**config.mk**
```make
export PLATFORM = sky130hd
export DESIGN_NAME = sysid_info_slave
export DESIGN_NICKNAME = d
export VERILOG_FILES = /design/src/rtl/sysid_pkg.sv /design/src/rtl/sysid_uptime_counter.sv /design/src/rtl/sysid_info_slave.sv
export SDC_FILE = /design/constraint.sdc
export NUM_CORES = 1
export LEC_CHECK = 0
export ABC_AREA = 1
export BUFFER_PORTS_ARGS = -buffer_cell sky130_fd_sc_hd__buf_2
export CAP_MARGIN = 20
export CORE_UTILIZATION = 62
export CTS_CLUSTER_DIAMETER = 80
export DETAILED_ROUTE_END_ITERATION = 8
export PLACE_DENSITY_LB_ADDON = 0.25
export SLEW_MARGIN = 20
export SYNTH_ARGS = -nofsm -noshare
export SYNTH_HDL_FRONTEND = slang
export SYNTH_HIERARCHICAL = 1
export SYNTH_SLANG_ARGS = --single-unit
```
**constraint.sdc**
```tcl
create_clock -name clock -period 11.6 [get_ports clock]
set_clock_uncertainty 0.2 [all_clocks]
set_input_delay 1.16 -clock clock [delete_from_list [all_inputs] [get_ports clock]]
set_output_delay 1.16 -clock clock [all_outputs]
set_load 0.02 [all_outputs]
```
**src/rtl/sysid_pkg.sv**
```systemverilog
// sysid_pkg: shared constants for the system ID / info slave.
//   - word offsets of the register map
//   - CAPS field positions
//   - CTRL bit that clears the uptime counter
//   - byte-lane mask helper for partial writes
package sysid_pkg;

  localparam int OFF_ID        = 0;
  localparam int OFF_TIMESTAMP = 1;
  localparam int OFF_CAPS      = 2;
  localparam int OFF_SCRATCH   = 3;
  localparam int OFF_UPTIME_LO = 4;
  localparam int OFF_UPTIME_HI = 5;
  localparam int OFF_CTRL      = 6;
  localparam int OFF_IRQ_MASK  = 7;
  localparam int OFF_STICKY    = 8;  // STICKY[i] lives at OFF_STICKY + i

  localparam int CAPS_VER_LSB  = 16;
  localparam int CAPS_NCH_LSB  = 8;
  localparam int CAPS_UPW_LSB  = 0;

  localparam int CTRL_CLR_BIT  = 0;

  // Expand 4 byte-enables into a 32-bit bit mask.
  function automatic logic [31:0] be_mask(input logic [3:0] be);
    return {{8{be[3]}}, {8{be[2]}}, {8{be[1]}}, {8{be[0]}}};
  endfunction

endpackage

```
**src/rtl/sysid_uptime_counter.sv**
```systemverilog
// sysid_uptime_counter: free-running uptime counter, wraps at all-ones.
//   clock    : system clock
//   reset    : async active-high reset, counter -> 0
//   clr_i    : synchronous clear, wins over the increment
//   value_o  : current count
module sysid_uptime_counter #(
  parameter int UPTIME_W = 48
) (
  input  logic                clock,
  input  logic                reset,
  input  logic                clr_i,
  output logic [UPTIME_W-1:0] value_o
);

  logic [UPTIME_W-1:0] cnt_q, cnt_d;

  always_comb begin
    cnt_d = cnt_q + UPTIME_W'(1);
    if (clr_i) cnt_d = '0;
  end

  always_ff @(posedge clock or posedge reset) begin
    if (reset) cnt_q <= '0;
    else       cnt_q <= cnt_d;
  end

  assign value_o = cnt_q;

endmodule

```
**src/rtl/sysid_info_slave.sv**
```systemverilog
// sysid_info_slave: Avalon-MM slave exposing system ID, build timestamp,
// capabilities, scratch, uptime (atomic LO/HI pair) and NUM_CH sticky
// status channels with a masked interrupt.
//   clock, reset        : system clock, async active-high reset
//   address/read/write  : Avalon-MM word address and strobes (no waitrequest)
//   writedata/byteenable: write data and byte lanes
//   readdata            : registered read data, held between reads
//   readdatavalid       : one cycle after read
//   ch_status           : NUM_CH x 32 level status inputs, channel i at [32i+:32]
//   irq                 : registered OR of masked non-zero sticky channels
module sysid_info_slave
  import sysid_pkg::*;
#(
  parameter logic [31:0] ID        = 32'h0000_0000,
  parameter logic [31:0] TIMESTAMP = 32'h0000_0000,
  parameter logic [15:0] VERSION   = 16'h0001,
  parameter int          NUM_CH    = 4,
  parameter int          UPTIME_W  = 48,
  parameter int          ADDR_W    = 4
) (
  input  logic                     clock,
  input  logic                     reset,
  input  logic [ADDR_W-1:0]        address,
  input  logic                     read,
  input  logic                     write,
  input  logic [31:0]              writedata,
  input  logic [3:0]               byteenable,
  output logic [31:0]              readdata,
  output logic                     readdatavalid,
  input  logic [NUM_CH*32-1:0]     ch_status,
  output logic                     irq
);

  localparam logic [31:0] CAPS_WORD =
    (32'(VERSION)        << CAPS_VER_LSB) |
    (32'(8'(NUM_CH))     << CAPS_NCH_LSB) |
    (32'(8'(UPTIME_W))   << CAPS_UPW_LSB);

  logic [31:0]                  addr_w;
  logic [31:0]                  wmask;
  logic [31:0]                  scratch_q, scratch_d;
  logic [NUM_CH-1:0]            irq_mask_q, irq_mask_d;
  logic [NUM_CH-1:0][31:0]      sticky_q, sticky_d;
  logic [NUM_CH-1:0]            irq_hit;
  logic [UPTIME_W-33:0]         shadow_q, shadow_d;
  logic [31:0]                  rdata_q, rdata_d;
  logic                         rvld_q;
  logic                         irq_q;
  logic [UPTIME_W-1:0]          uptime;
  logic                         uptime_clr;
  logic [31:0]                  rd_word;

  assign addr_w = 32'(address);
  assign wmask  = be_mask(byteenable);

  // ---------------- uptime ----------------
  assign uptime_clr = write && (addr_w == OFF_CTRL) && byteenable[0]
                      && writedata[CTRL_CLR_BIT];

  sysid_uptime_counter #(.UPTIME_W(UPTIME_W)) u_uptime (
    .clock   (clock),
    .reset   (reset),
    .clr_i   (uptime_clr),
    .value_o (uptime)
  );

  // Reading LO snapshots the upper bits so a following HI read is
  // coherent with it. Uses the pre-clear count on a coincident clear.
  always_comb begin
    shadow_d = shadow_q;
    if (read && (addr_w == OFF_UPTIME_LO)) shadow_d = uptime[UPTIME_W-1:32];
  end

  // ---------------- writable registers ----------------
  always_comb begin
    scratch_d  = scratch_q;
    irq_mask_d = irq_mask_q;
    if (write && (addr_w == OFF_SCRATCH))
      scratch_d = (scratch_q & ~wmask) | (writedata & wmask);
    // NUM_CH <= 8, so the whole mask lives in byte lane 0.
    if (write && (addr_w == OFF_IRQ_MASK) && byteenable[0])
      irq_mask_d = writedata[NUM_CH-1:0];
  end

  // ---------------- sticky channels ----------------
  // OR-ing the live status after the clear makes a same-cycle set win.
  for (genvar i = 0; i < NUM_CH; i++) begin : g_ch
    logic [31:0] clr;
    assign clr         = (write && (addr_w == 32'(OFF_STICKY + i))) ? (writedata & wmask) : '0;
    assign sticky_d[i] = (sticky_q[i] & ~clr) | ch_status[32*i +: 32];
    assign irq_hit[i]  = irq_mask_q[i] & (|sticky_q[i]);
  end

  // ---------------- read mux ----------------
  // All sources are pre-write register values, so a read colliding with
  // a write to the same offset returns the old contents.
  always_comb begin
    rd_word = '0;
    for (int i = 0; i < NUM_CH; i++)
      if (addr_w == 32'(OFF_STICKY + i)) rd_word = sticky_q[i];
    case (addr_w)
      OFF_ID:        rd_word = ID;
      OFF_TIMESTAMP: rd_word = TIMESTAMP;
      OFF_CAPS:      rd_word = CAPS_WORD;
      OFF_SCRATCH:   rd_word = scratch_q;
      OFF_UPTIME_LO: rd_word = uptime[31:0];
      OFF_UPTIME_HI: rd_word[UPTIME_W-33:0] = shadow_q;
      OFF_IRQ_MASK:  rd_word[NUM_CH-1:0]    = irq_mask_q;
      default: ;
    endcase
  end

  always_comb begin
    rdata_d = rdata_q;
    if (read) rdata_d = rd_word;
  end

  // ---------------- state ----------------
  always_ff @(posedge clock or posedge reset) begin
    if (reset) begin
      scratch_q  <= '0;
      irq_mask_q <= '0;
      sticky_q   <= '0;
      shadow_q   <= '0;
      rdata_q    <= '0;
      rvld_q     <= 1'b0;
      irq_q      <= 1'b0;
    end else begin
      scratch_q  <= scratch_d;
      irq_mask_q <= irq_mask_d;
      sticky_q   <= sticky_d;
      shadow_q   <= shadow_d;
      rdata_q    <= rdata_d;
      rvld_q     <= read;
      irq_q      <= |irq_hit;
    end
  end

  assign readdata      = rdata_q;
  assign readdatavalid = rvld_q;
  assign irq           = irq_q;

endmodule

```
==> results.yml <==
finish:
  fill_cells: 1713
  multiInputGateArea_sq_mm: 0.005834
  final_layout_size_suffix_gt1_frac: 0.1565
  instances_no_fill: 2301
  nets: 2179
  diodes: 0
  register_area_sq_mm: 0.006556
  syn_to_final_growth_pct: 15.18
outcome:
  outcome: "completed"
critical_path:
  reg2reg_from: "u_uptime/value_o[1]"
  r2r_end: "u_uptime/value_o[34]"
  cp.required_ps: 11800
  worst_r2r_path_depth: 8
  arrival_ps: 3770
  cp-start-kind: "input port"
  rrSetupSlack_ps: 9630
  critical_path_class: "in2reg"
  endpoint_kind: "flop"
  critPathMaxFanout: 41
placement:
  dp_cells: 2252
  dpl.hpwl_mm: 30.90
  io_buffers: 205
  gp_congestion: 0.9900
detailed_routing:
  wl_mm: 42.67
  viasPerCell: 5.694
  drc: 0
  num_vias: 13100
  drt_pass1_iterations: 6
  drt_iter0_drc: 1659
  wl_per_cell_um: 18.54
  antenna_left: 0
clock_network:
  cts_sinks: 262
  cts_tree: "yes"
  max-clock-path-buffers: 3
  clock_latency_ps: 530
  cts_root_buffer: "clkbuf_16"
  post_cts_resized: 0
  hold_buffers: 0
  h-tree-depth: 1
  cts.clk_slew.worst_paths_ps: 60
  numCtsBuffers: 27
  post_cts_buffers: 0
timing:
  hold_viol: 0
  tightest_slew_ps: 1052
  max_freq_ghz: 0.2798
  min_period_ps: 3574
  relSlewSlack: 0.2967
  setup-tns-final_ps: 0
  rsz0062_at_grt: "false"
  slew_viol_final: 0
  setup_viol: 0
  timing.final.crit_share: 0.3081
logic_synthesis:
  synth_edf_count: 0
  ys_types: 32
  yosysTopAreaCellShare: 0.4875
  synth_warnings: 6
  ys_dominant_reg_cell: "dfrtp_1"
  netlist_instances: 1821
  netlist_area_sq_mm: 0.01345
  syn_nets: 1994
  synth_common_cells: "574 x nand2_1, 304 x nor2_1, 262 x dfrtp_1, 192 x inv_1, 124 x o21ai_0"
  synth.area.top_cells: "dfrtp_1 49%, nand2_1 16%, nor2_1 8.5%"
  synth_seq_area_share: 0.4875
  synth_top_cell_by_area: "dfrtp_1"
  ys_seq_elements: 262
  avgSynthCellArea_sq_um: 7.386
  yosysMostFrequentCell: "nand2_1"
  async_reset_ff_frac: 1.000
die:
  start_util: 0.6358
  io_pins: 206
  rows: 53
  core-area_sq_mm: 0.02115
  die_h_um: 149.3
  chipWidth_um: 149.3
  fp.dieArea_sq_mm: 0.02228
hold_path:
  worstHoldPathType: "reg2reg"
  holdPathStages: 2
power_and_ir_drop:
  p_per_area_mw_per_mm2: 142.1
  p_leak_uw: 0.007532
  vdd_drop_max_mv: 0.1348
global_routing:
  grt_pass1_vias: 12330
  gr-total-overflow: 0
  grt_max_degree: 101
  grt_antenna_before_repair: 0
  groute.usage.overall: 0.3861
  grt_pass1_wl_mm: 65.59
run:
  cap_viol_max_count: 0
[final cells by class]
cell class / instances / area share
Sequential cell: 262 / 0.4232
Multi-Input combinational cell: 1306 / 0.3766
Timing Repair Buffer: 211 / 0.06914
Clock buffer: 41 / 0.05282
Inverter: 198 / 0.04854
Tap cell: 275 / 0.02221
Clock inverter: 8 / 0.007431
[cell usage in the layout, fill, tap and decap left out, drive strengths merged]
cell type,instances
a21oi,40
and2,1
buf,211
bufinv,3
clkbuf,41
clkinv,7
dfrtp,262
ha,1
inv,196
mux2,12
nand2,591
nand3,119
nand4,27
nor2,330
nor3,12
o21a,2
o21ai,142
o21bai,22
o22ai,4
xor2,3
[power by group]
group | switching, uW | total [uW] | internal [uW]
sequential | 48.8 | 1020 | 975
combinational | 180 | 266 | 85.7
clock | 361 | 911 | 550
total | 591 | 2200 | 1610
[cells by family (layout without fill, tap and decap cells)]
logic type / Yosys count / after routing / share of synthesized area
multiplexers: 12 / 12 / 0.01005
AND/OR/NAND/NOR: 1080 / 1080 / 0.3371
buffers and inverters: 253 / 458 / 0.07945
AO/OA/AOI/OAI: 210 / 210 / 0.08298
adder cells (fa/ha/maj): 1 / 1 / 0.0009302
XOR/XNOR: 3 / 3 / 0.001954
flip-flops: 262 / 262 / 0.4875
[worst max path at each step]
stage,to,depth (start not counted),start
global placement,sticky_q[22],6,address[3]
floorplan,async pin,1,reset
CTS,sticky_q[82],8,address[3]
global route,sticky_q[82],8,address[3]
finish,sticky_q[82],8,address[3]
detailed placement,sticky_q[82],8,address[3]
[layer usage]
layer  wire length [um]  vias up  global-route usage
met5                  0        -                   0
met4               1810        0              0.1582
met3               4008      127             0.05933
met2              19750      773              0.6100
met1              17100     6133              0.5338
li1                   -     6068                   -
[worst max-delay path: stages]
cell and delay, ps:
buf_2 120, inv_2 60, nor2_4 790, nand2_4 180, inv_2 370, nand2_2 550, o21ai_0 420, nand2_1 90
[per-stage QoR]
step | worst slack, ps | utilization | hold WS (ps) | cell area [sq um] | power [uW]
finish | 8026 | 0.7323 | 272.4 | 15490 | 2201
global route | 7931 | 0.7323 | 287.8 | 15490 | 2265
detailed placement | 7649 | 0.6880 | 259.6 | 14550 | 1297
global placement | 7498 | 0.6878 | 254.9 | 14550 | 1288
CTS | 8183 | 0.7321 | 274.2 | 15490 | 2197
floorplan | 4389 | - | 242.2 | 13450 | 1186
Power figures use the tool's default switching activity.
